===== src/rtl/instruction_fetch_unit_if.sv =====
// Instruction-read bus between the fetch sequencer and memory / instruction register.
interface instruction_fetch_unit_if;
   logic        busEnable;
   logic [31:0] busAddress;
   logic        busWait;
   logic        instructionWriteEnable;

   modport master (
      output busEnable,
      output busAddress,
      output instructionWriteEnable,
      input  busWait
   );

   modport slave (
      input  busEnable,
      input  busAddress,
      input  instructionWriteEnable,
      output busWait
   );
endinterface


===== src/rtl/instruction_fetch_unit.sv =====
// Fetch sequencer: holds pc, issues one instruction read per instruction, waits for execute.
// Optional feature macro: FETCH_ALIGN_CHECK_EN (misaligned redirect targets raise a fault).
module instruction_fetch_unit #(
   parameter logic [31:0] RESET_VECTOR   = 32'hE0000000,
   parameter int unsigned TIMEOUT_CYCLES = 16
) (
   input  logic                     clock,
   input  logic                     resetN,
   instruction_fetch_unit_if.master bus,
   input  logic                     executeDone,
   input  logic                     redirectValid,
   input  logic [31:0]              redirectTarget,
   output logic [31:0]              pc,
   output logic [31:0]              pcPlus4,
   output logic                     instructionValid,
   output logic                     fetchFault
);

   localparam logic [1:0] StIdle    = 2'd0;
   localparam logic [1:0] StFetch   = 2'd1;
   localparam logic [1:0] StExecute = 2'd2;
   localparam logic [1:0] StFault   = 2'd3;

   localparam logic [7:0] CountLast = 8'(TIMEOUT_CYCLES - 1);

   logic [1:0]  state_q, state_d;
   logic [31:0] pc_q, pc_d;
   logic [7:0]  count_q, count_d;

   logic [31:0] redirect_pc;
   logic        redirect_misaligned;

`ifdef FETCH_ALIGN_CHECK_EN
   assign redirect_pc         = redirectTarget;
   assign redirect_misaligned = |redirectTarget[1:0];
`else
   assign redirect_pc         = redirectTarget & 32'hFFFF_FFFC;
   assign redirect_misaligned = 1'b0;
`endif

   assign pc                         = pc_q;
   assign pcPlus4                    = pc_q + 32'd4;
   assign bus.busAddress             = pc_q;
   assign bus.busEnable              = (state_q == StFetch);
   // Write strobe comes straight from state so an async reset kills it in the same cycle.
   assign bus.instructionWriteEnable = (state_q == StFetch) && !bus.busWait;
   assign instructionValid           = (state_q == StExecute);
   assign fetchFault                 = (state_q == StFault);

   always_comb begin
      state_d = state_q;
      pc_d    = pc_q;
      count_d = count_q;
      unique case (state_q)
         StIdle: state_d = StFetch;
         StFetch: begin
            if (!bus.busWait) begin
               state_d = StExecute;
               count_d = 8'd0;
            end else if (count_q == CountLast) begin
               state_d = StFault;
               count_d = 8'd0;
            end else begin
               count_d = count_q + 8'd1;
            end
         end
         StExecute: begin
            if (executeDone) begin
               if (redirectValid) begin
                  pc_d    = redirect_pc;
                  state_d = redirect_misaligned ? StFault : StFetch;
               end else begin
                  pc_d    = pcPlus4;
                  state_d = StFetch;
               end
            end
         end
         StFault: begin
            if (executeDone && redirectValid) begin
               pc_d    = redirect_pc;
               state_d = redirect_misaligned ? StFault : StFetch;
            end
         end
         default: state_d = StIdle;
      endcase
   end

   always_ff @(posedge clock or negedge resetN) begin
      if (!resetN) begin
         state_q <= StIdle;
         pc_q    <= RESET_VECTOR;
         count_q <= 8'd0;
      end else begin
         state_q <= state_d;
         pc_q    <= pc_d;
         count_q <= count_d;
      end
   end

endmodule


===== src/flat_wrapper.sv =====
// flat-port wrapper written by rule: the top's interface ports become plain ports
module instruction_fetch_unit_flat 
#(
   parameter logic [31:0] RESET_VECTOR   = 32'hE0000000,
   parameter int unsigned TIMEOUT_CYCLES = 16
)
  (clock, resetN, executeDone, redirectValid, redirectTarget, pc, pcPlus4, instructionValid, fetchFault, bus_busEnable, bus_busAddress, bus_instructionWriteEnable, bus_busWait);
  instruction_fetch_unit_if bus_i ();
  input  logic clock;
  input  logic resetN;
  input  logic executeDone;
  input  logic redirectValid;
  input  logic [31:0] redirectTarget;
  output logic [31:0] pc;
  output logic [31:0] pcPlus4;
  output logic instructionValid;
  output logic fetchFault;
  output wire logic [$bits(bus_i.busEnable)-1:0] bus_busEnable;
  output wire logic [$bits(bus_i.busAddress)-1:0] bus_busAddress;
  output wire logic [$bits(bus_i.instructionWriteEnable)-1:0] bus_instructionWriteEnable;
  input wire logic [$bits(bus_i.busWait)-1:0] bus_busWait;
  assign bus_busEnable = bus_i.busEnable;
  assign bus_busAddress = bus_i.busAddress;
  assign bus_instructionWriteEnable = bus_i.instructionWriteEnable;
  assign bus_i.busWait = bus_busWait;
  instruction_fetch_unit #(.RESET_VECTOR(RESET_VECTOR), .TIMEOUT_CYCLES(TIMEOUT_CYCLES)) u_core (.clock(clock), .resetN(resetN), .bus(bus_i), .executeDone(executeDone), .redirectValid(redirectValid), .redirectTarget(redirectTarget), .pc(pc), .pcPlus4(pcPlus4), .instructionValid(instructionValid), .fetchFault(fetchFault));
endmodule

===== config.mk =====
export PLATFORM = sky130hd
export DESIGN_NAME = instruction_fetch_unit_flat
export DESIGN_NICKNAME = d
export VERILOG_FILES = /design/src/rtl/instruction_fetch_unit_if.sv /design/src/rtl/instruction_fetch_unit.sv /design/src/flat_wrapper.sv
export SDC_FILE = /design/constraint.sdc
export NUM_CORES = 1
export LEC_CHECK = 0
export ABC_AREA = 1
export BUFFER_PORTS_ARGS = -buffer_cell sky130_fd_sc_hd__buf_2
export CORE_ASPECT_RATIO = 0.75
export CORE_MARGIN = 1.5
export CORE_UTILIZATION = 48
export DETAILED_ROUTE_END_ITERATION = 12
export GPL_ROUTABILITY_DRIVEN = 0
export PLACE_DENSITY = 0.81
export RECOVER_POWER = 50
export REMOVE_ABC_BUFFERS = 1
export SLEW_MARGIN = 20
export SYNTH_ARGS = -nofsm -noshare
export SYNTH_HDL_FRONTEND = slang
export SYNTH_SLANG_ARGS = --single-unit

===== constraint.sdc =====
create_clock -name clock -period 1.9 [get_ports clock]
set_input_delay 0.19 -clock clock [delete_from_list [all_inputs] [get_ports clock]]
set_output_delay 0.19 -clock clock [all_outputs]
set_load 0.02 [all_outputs]

# Word level (Yosys, flattened, before mapping)
# Cells that the tools add are included.
[classes]
mux = 11
bitwise = 0
eq_ne = 7
add_sub_neg = 2
n_mul = 0
magnitude_cmp = 0
reduce_logical = 7
shifts = 0
n_div = 0
[ops]
columns = ["cell", "n"]
rows = [
  ["$mux 32", 3],
  ["$pmux 32 s2", 1],
  ["$add 32x3->32 const B", 1],
  ["$mux 8", 2],
  ["$add 8x1->8 const B", 1],
  ["$eq 8x4->1 const B", 1],
  ["$mux 2", 4],
  ["$pmux 2 s4", 1],
  ["$reduce_and 3->1", 2],
  ["$eq 2x2->1 const B", 2],
  ["$ne 3x2->1 const B", 1],
  ["$eq 2x1->1 const B", 1],
  ["$logic_and 1x1->1", 2],
  ["$logic_not 2->1", 1],
  ["$ne 2x1->1 const B", 1],
  ["$ne 2x2->1 const B", 1],
  ["$reduce_bool 2->1", 1],
  ["$logic_not 1->1", 1],
]
[word_totals]
latch_bits = 0
mem_count = 0
ram_bits = 0
in_bits = 37
mem_bits_ro = 0
output_inout_bits = 100
ff_bits = 42

# Logic depth before layout (Yosys ltp)
[logic_depth]
ltp_word = 4
ltp_mapped = 10
depth_no_buf = 10

# Worst setup path after synthesis
# Ideal clock, no wire load.
[synth_path]
path_type = "reg2reg"
from = "register u_core.pc_q[3], in the netlist u_core.bus.busAddress[3]"
to = "register u_core.pc_q[10], in the netlist u_core.bus.busAddress[10]"
path_stages_with_launch = 8
arrival_ns = 1.639
setup_slack_ns = 0.178
setup_time_ns = 0.082
n_path_buf = 0
t_required_ns = 1.818
cell_sequence = "dfrtp_1 -> ha_1 -> nand2_1 -> nor2_2 -> nand2_2 -> xor2_1 -> nor2_1 -> o22ai_1"
[synth_between]
elab_chain_len = 4
[synth_lines]
columns = ["element", "line", "rtl"]
rows = [
  ["start: declaration", "instruction_fetch_unit.sv:27", "logic [31:0] pc_q, pc_d;"],
  ["start signal: assignment", "instruction_fetch_unit.sv:95", "pc_q <= pc_d;"],
  ["$add 32x3->32", "instruction_fetch_unit.sv:42", "assign pcPlus4 = pc_q + 32'd4;"],
  ["named net pcPlus4[10]", "flat_wrapper.sv:15", "output logic [31:0] pcPlus4;"],
  ["$mux 32", "instruction_fetch_unit.sv:69", "if (redirectValid) begin"],
  ["$mux 32", "instruction_fetch_unit.sv:68", "if (executeDone) begin"],
  ["$pmux 32 s2", "instruction_fetch_unit.sv:54", "unique case (state_q)"],
]
# The timed path passes the listed nets, and every way through them passes these cells. The select of a mux whose other input is x is not followed.
# A chain may end at the register's enable or synchronous reset.

# Worst setup path after layout
[layout_path]
from = "register u_core.pc_q[3], in the netlist u_core.bus.busAddress[3]"
to = "output pcPlus4[27]"
[layout_between]
elab_chain_len = 1
[layout_lines]
columns = ["element", "line"]
rows = [
  ["$add 32x3->32", "instruction_fetch_unit.sv:42"],
  ["end: declaration", "flat_wrapper.sv:15"],
]
# Every way passes these cells.

==> flow_metrics.env <==
export IMPL_status="finished, final reports clean"
export IMPL_ys_seq_area_frac=0.319
export IMPL_die_width_um=96.5
export IMPL_max_vdd_ir_drop_uv=954
export IMPL_rows=25
export IMPL_min_path_type="input port to flop"
export IMPL_grt_pass1_vias=3109
export IMPL_via_per_inst=4.98
export IMPL_gr_total_overflow=0
export IMPL_coreArea_um2=6320
export IMPL_dp_cells=668
export IMPL_setup_violations=0
export IMPL_met2_length_um=3910
export IMPL_critPathMaxStageDelay_ns=0.40
export IMPL_p_sw_frac=0.551
export IMPL_slew_viol_final=0
export IMPL_clk_pin_slew_ns=0.08
export IMPL_m1WireLength_um=4090
export IMPL_grt_setup_unrepaired="yes"
export IMPL_clk_path_buf_depth=2
export IMPL_boundaryPins=137
export IMPL_p_comb_frac=0.676
export IMPL_cp_max_fo=6
export IMPL_final_cells=694
export IMPL_fin_util=0.653
export IMPL_drc_errors=0
export IMPL_portBuffers=128
export IMPL_intPower_w=0.00343
export IMPL_syn2layout_area_growth_pct=31.1
export IMPL_cts_buffers=5
export IMPL_htree_levels=2
export IMPL_setup_tns_ns=0
export IMPL_critical_path_cell_chain="buf_6 -> nand2_2 -> nor2_4 -> nand2_4 -> nor2_4 -> nand2_1 -> nand2_2 -> nand2_2 -> buf_6"
export IMPL_start_kind="flop"
export IMPL_crit_top_cell="nand2_2"
export IMPL_period_needed_ns=1.90
export IMPL_wl_per_cell_um=12.6
export IMPL_leakage_nw=2.13
export IMPL_die_area_um2=7060
export IMPL_p_sw_w=0.00421
export IMPL_firstDrtPassIters=4
export IMPL_synth_seq_cells=40
export IMPL_period_share=0.999
export IMPL_start_util=0.498
export IMPL_dp_hpwl_um=6390
export IMPL_antenna_found_initial=0
export IMPL_synth_warnings=0
export IMPL_critPathCaptureType="output port"
export IMPL_pwr_share_seq=0.245
export IMPL_drt_total_wl_um=8720
export IMPL_top_layer_used="met4"
export IMPL_relSlewSlack=0.294
export IMPL_required_ns=1.71
export IMPL_critPathBufInv=2
export IMPL_worst_slew_pin_slew_ns=1.06
export IMPL_crit_type="flop to output port"
export IMPL_power_density_nw_per_um2=1850
export IMPL_p_clk_frac=0.079
export IMPL_power_w=0.00764
export IMPL_nNetsFinal=651
export IMPL_maxCapViolations=0
export IMPL_cts_sinks=40
export IMPL_hold_viol=0
export IMPL_grt_pass1_wl_um=14200
export IMPL_skew_ns=0.0104
export IMPL_path_delay_family="simple AND/OR/NAND/NOR gates"
export IMPL_cp_slowest_cell="dfrtp_1"
export IMPL_syn_inst=496
export IMPL_initialDrtViolationCount=169
export IMPL_grtUsageTotal=0.254
export IMPL_grt_start_max_net_pins=41
export IMPL_hold_ws_ns=0.140
export IMPL_synth_area_um2=3150
export IMPL_die_y_um=73.1
export IMPL_ant_nets=0
export IMPL_vias=3456
export IMPL_root_buffer="clkbuf_8"
export IMPL_n_antenna_cell=0
export IMPL_fmax_ghz=0.527
export IMPL_routed_wl_met3_um=653
export IMPL_drive_gt1_frac=0.374
export IMPL_cts_tree="done"
export IMPL_critical_path_arrival_ns=1.71
export IMPL_insertion_delay_ns=0.30
export IMPL_syn_area_per_cell_um2=6.34
export IMPL_synth_distinct_cells=27
==> placed cells by master (no fill, tap or decap), types with 2 or more instances in the layout <==
| master | instances |
|---|---|
| xnor2_1 | 2 |
| nand3b_1 | 3 |
| dfrtp_2 | 20 |
| inv_2 | 2 |
| nand3_1 | 33 |
| xor2_2 | 2 |
| nor2_2 | 8 |
| nand2_1 | 141 |
| o21ai_1 | 16 |
| buf_2 | 106 |
| clkinvlp_4 | 3 |
| buf_4 | 27 |
| conb_1 | 6 |
| a21oi_1 | 4 |
| o22ai_1 | 6 |
| nand2_2 | 16 |
| dfstp_2 | 3 |
| clkbuf_8 | 5 |
| nand2_4 | 4 |
| buf_6 | 14 |
| inv_1 | 48 |
| clkbuf_1 | 2 |
| nor2_4 | 13 |
| o21ai_0 | 19 |
| nor2_1 | 75 |
| dfrtp_1 | 17 |
| a2bb2oi_1 | 2 |
| xor2_1 | 6 |
==> per-stage QoR <==
stage | worst slack, ns | area [µm²]
after floorplan | -0.146 | 2830
after global placement | 0.188 | 3610
after detailed placement | 0.161 | 3610
after CTS | -0.0233 | 3840
after global routing | -0.122 | 4120
final | 0.00259 | 4120
==> kinds of logic (layout without fill, tap and decap cells) <==
group | Yosys count | in the layout | synth area share
flip-flops | 40 | 40 | 0.319
buffers and inverters | 98 | 210 | 0.168
AND/OR/NAND/NOR | 296 | 296 | 0.392
AO/OA/AOI/OAI | 49 | 49 | 0.0839
XOR/XNOR | 10 | 10 | 0.0278
adder cells (fa/ha/maj) | 2 | 2 | 0.00795
other | 1 | 6 | 0.00119
==> cell type report <==
cell class / count / area (µm²)
Fill cell: 613 / 2190
Timing Repair Buffer: 151 / 913
Multi-Input combinational cell: 363 / 1790
Sequential cell: 40 / 1030
Tap cell: 81 / 101
Inverter: 51 / 195
Clock buffer: 5 / 68.8
Clock inverter: 3 / 23.8
==> worst paths after layout <==
check / slack (ns) / startpoint / to / cells past startpoint
min in group asynchronous: 0.69 / resetN / u_core.count_q[2]$_DFFE_PN0P_ / 3
min reg2reg: 0.50 / u_core.bus.busAddress[31]$_DFFE_PN1P_ / u_core.bus.busAddress[31]$_DFFE_PN1P_ / 2
max in group asynchronous: 0.48 / resetN / u_core.bus.busAddress[16]$_DFFE_PN0P_ / 3
max reg2reg: 0.28 / u_core.state_q[0]$_DFFE_PN0P_ / u_core.bus.busAddress[9]$_DFFE_PN0P_ / 7
min: 0.14 / redirectTarget[4] / u_core.bus.busAddress[4]$_DFFE_PN0P_ / 3
max: 0.003 / u_core.bus.busAddress[3]$_DFFE_PN0P_ / pcPlus4[27] / 9
==> timing repair <==
item,in CTS,in global routing
buffers inserted,4,13
pin swaps,5,15
endpoints found under the hold margin,37,0
hold buffers,1,0
endpoints found under the setup margin,17,26
resized for setup,34,68
==> synth_stat cells <==
| library cell | instances | area (µm²) |
|---|---|---|
| nand2_2 | 4 | 25.0 |
| buf_2 | 8 | 40.0 |
| ha_1 | 2 | 25.0 |
| o21ai_0 | 23 | 115 |
| buf_6 | 1 | 11.3 |
| a21oi_1 | 4 | 20.0 |
| nand3_1 | 34 | 170 |
| nor2_1 | 85 | 319 |
| nand2_1 | 156 | 586 |
| and2_1 | 1 | 6.26 |
| inv_1 | 49 | 184 |
| buf_4 | 38 | 285 |
| dfrtp_1 | 37 | 926 |
| nand2_4 | 1 | 11.3 |
| xor2_1 | 8 | 70.1 |
| inv_2 | 2 | 7.51 |
| xnor2_1 | 2 | 17.5 |
| o22ai_1 | 6 | 37.5 |
| nor2_2 | 7 | 43.8 |
| a2bb2oi_1 | 2 | 17.5 |
| nand3b_1 | 3 | 22.5 |
| nor2_4 | 4 | 45.0 |
| nor3_1 | 1 | 5.00 |
| o21ai_1 | 13 | 65.1 |
| dfstp_2 | 3 | 78.8 |
| conb_1 | 1 | 3.75 |
| a31o_2 | 1 | 8.76 |
==> layer usage <==
metal | vias to the layer above | track usage
li1 | 1727 | -
met1 | 1586 | 0.352
met2 | 132 | 0.414
met3 | 11 | 0.0479
met4 | 0 | 0.0515
met5 | - | 0
==> worst min-delay path, delay by kind of cell <==
| kind | cells | cell delay, ns |
|---|---|---|
| AOI/OAI and AO/OA | 1 | 0.06 |
| and+or+nand+nor | 1 | 0.05 |
| buffers and inverters | 1 | 0.10 |
==> power groups by stage <==
stage	clock network [W]	registers, W	logic, W
4_1_cts	0.000615	0.00188	0.00465
3_5_place_dp	0	0.00187	0.00447
3_3_place_gp	0	0.00184	0.00438
6_report	0.000602	0.00187	0.00517
5_1_grt	0.000647	0.00196	0.00571
2_1_floorplan	0	0.00253	0.00221
==> state kept, by name, summed over array words and instances, names as in the netlist <==
| name | count |
|---|---|
| u_core.bus.busAddress | 30 |
| u_core.count_q | 8 |
| u_core.state_q | 2 |
(Power assumes the default switching activity.)
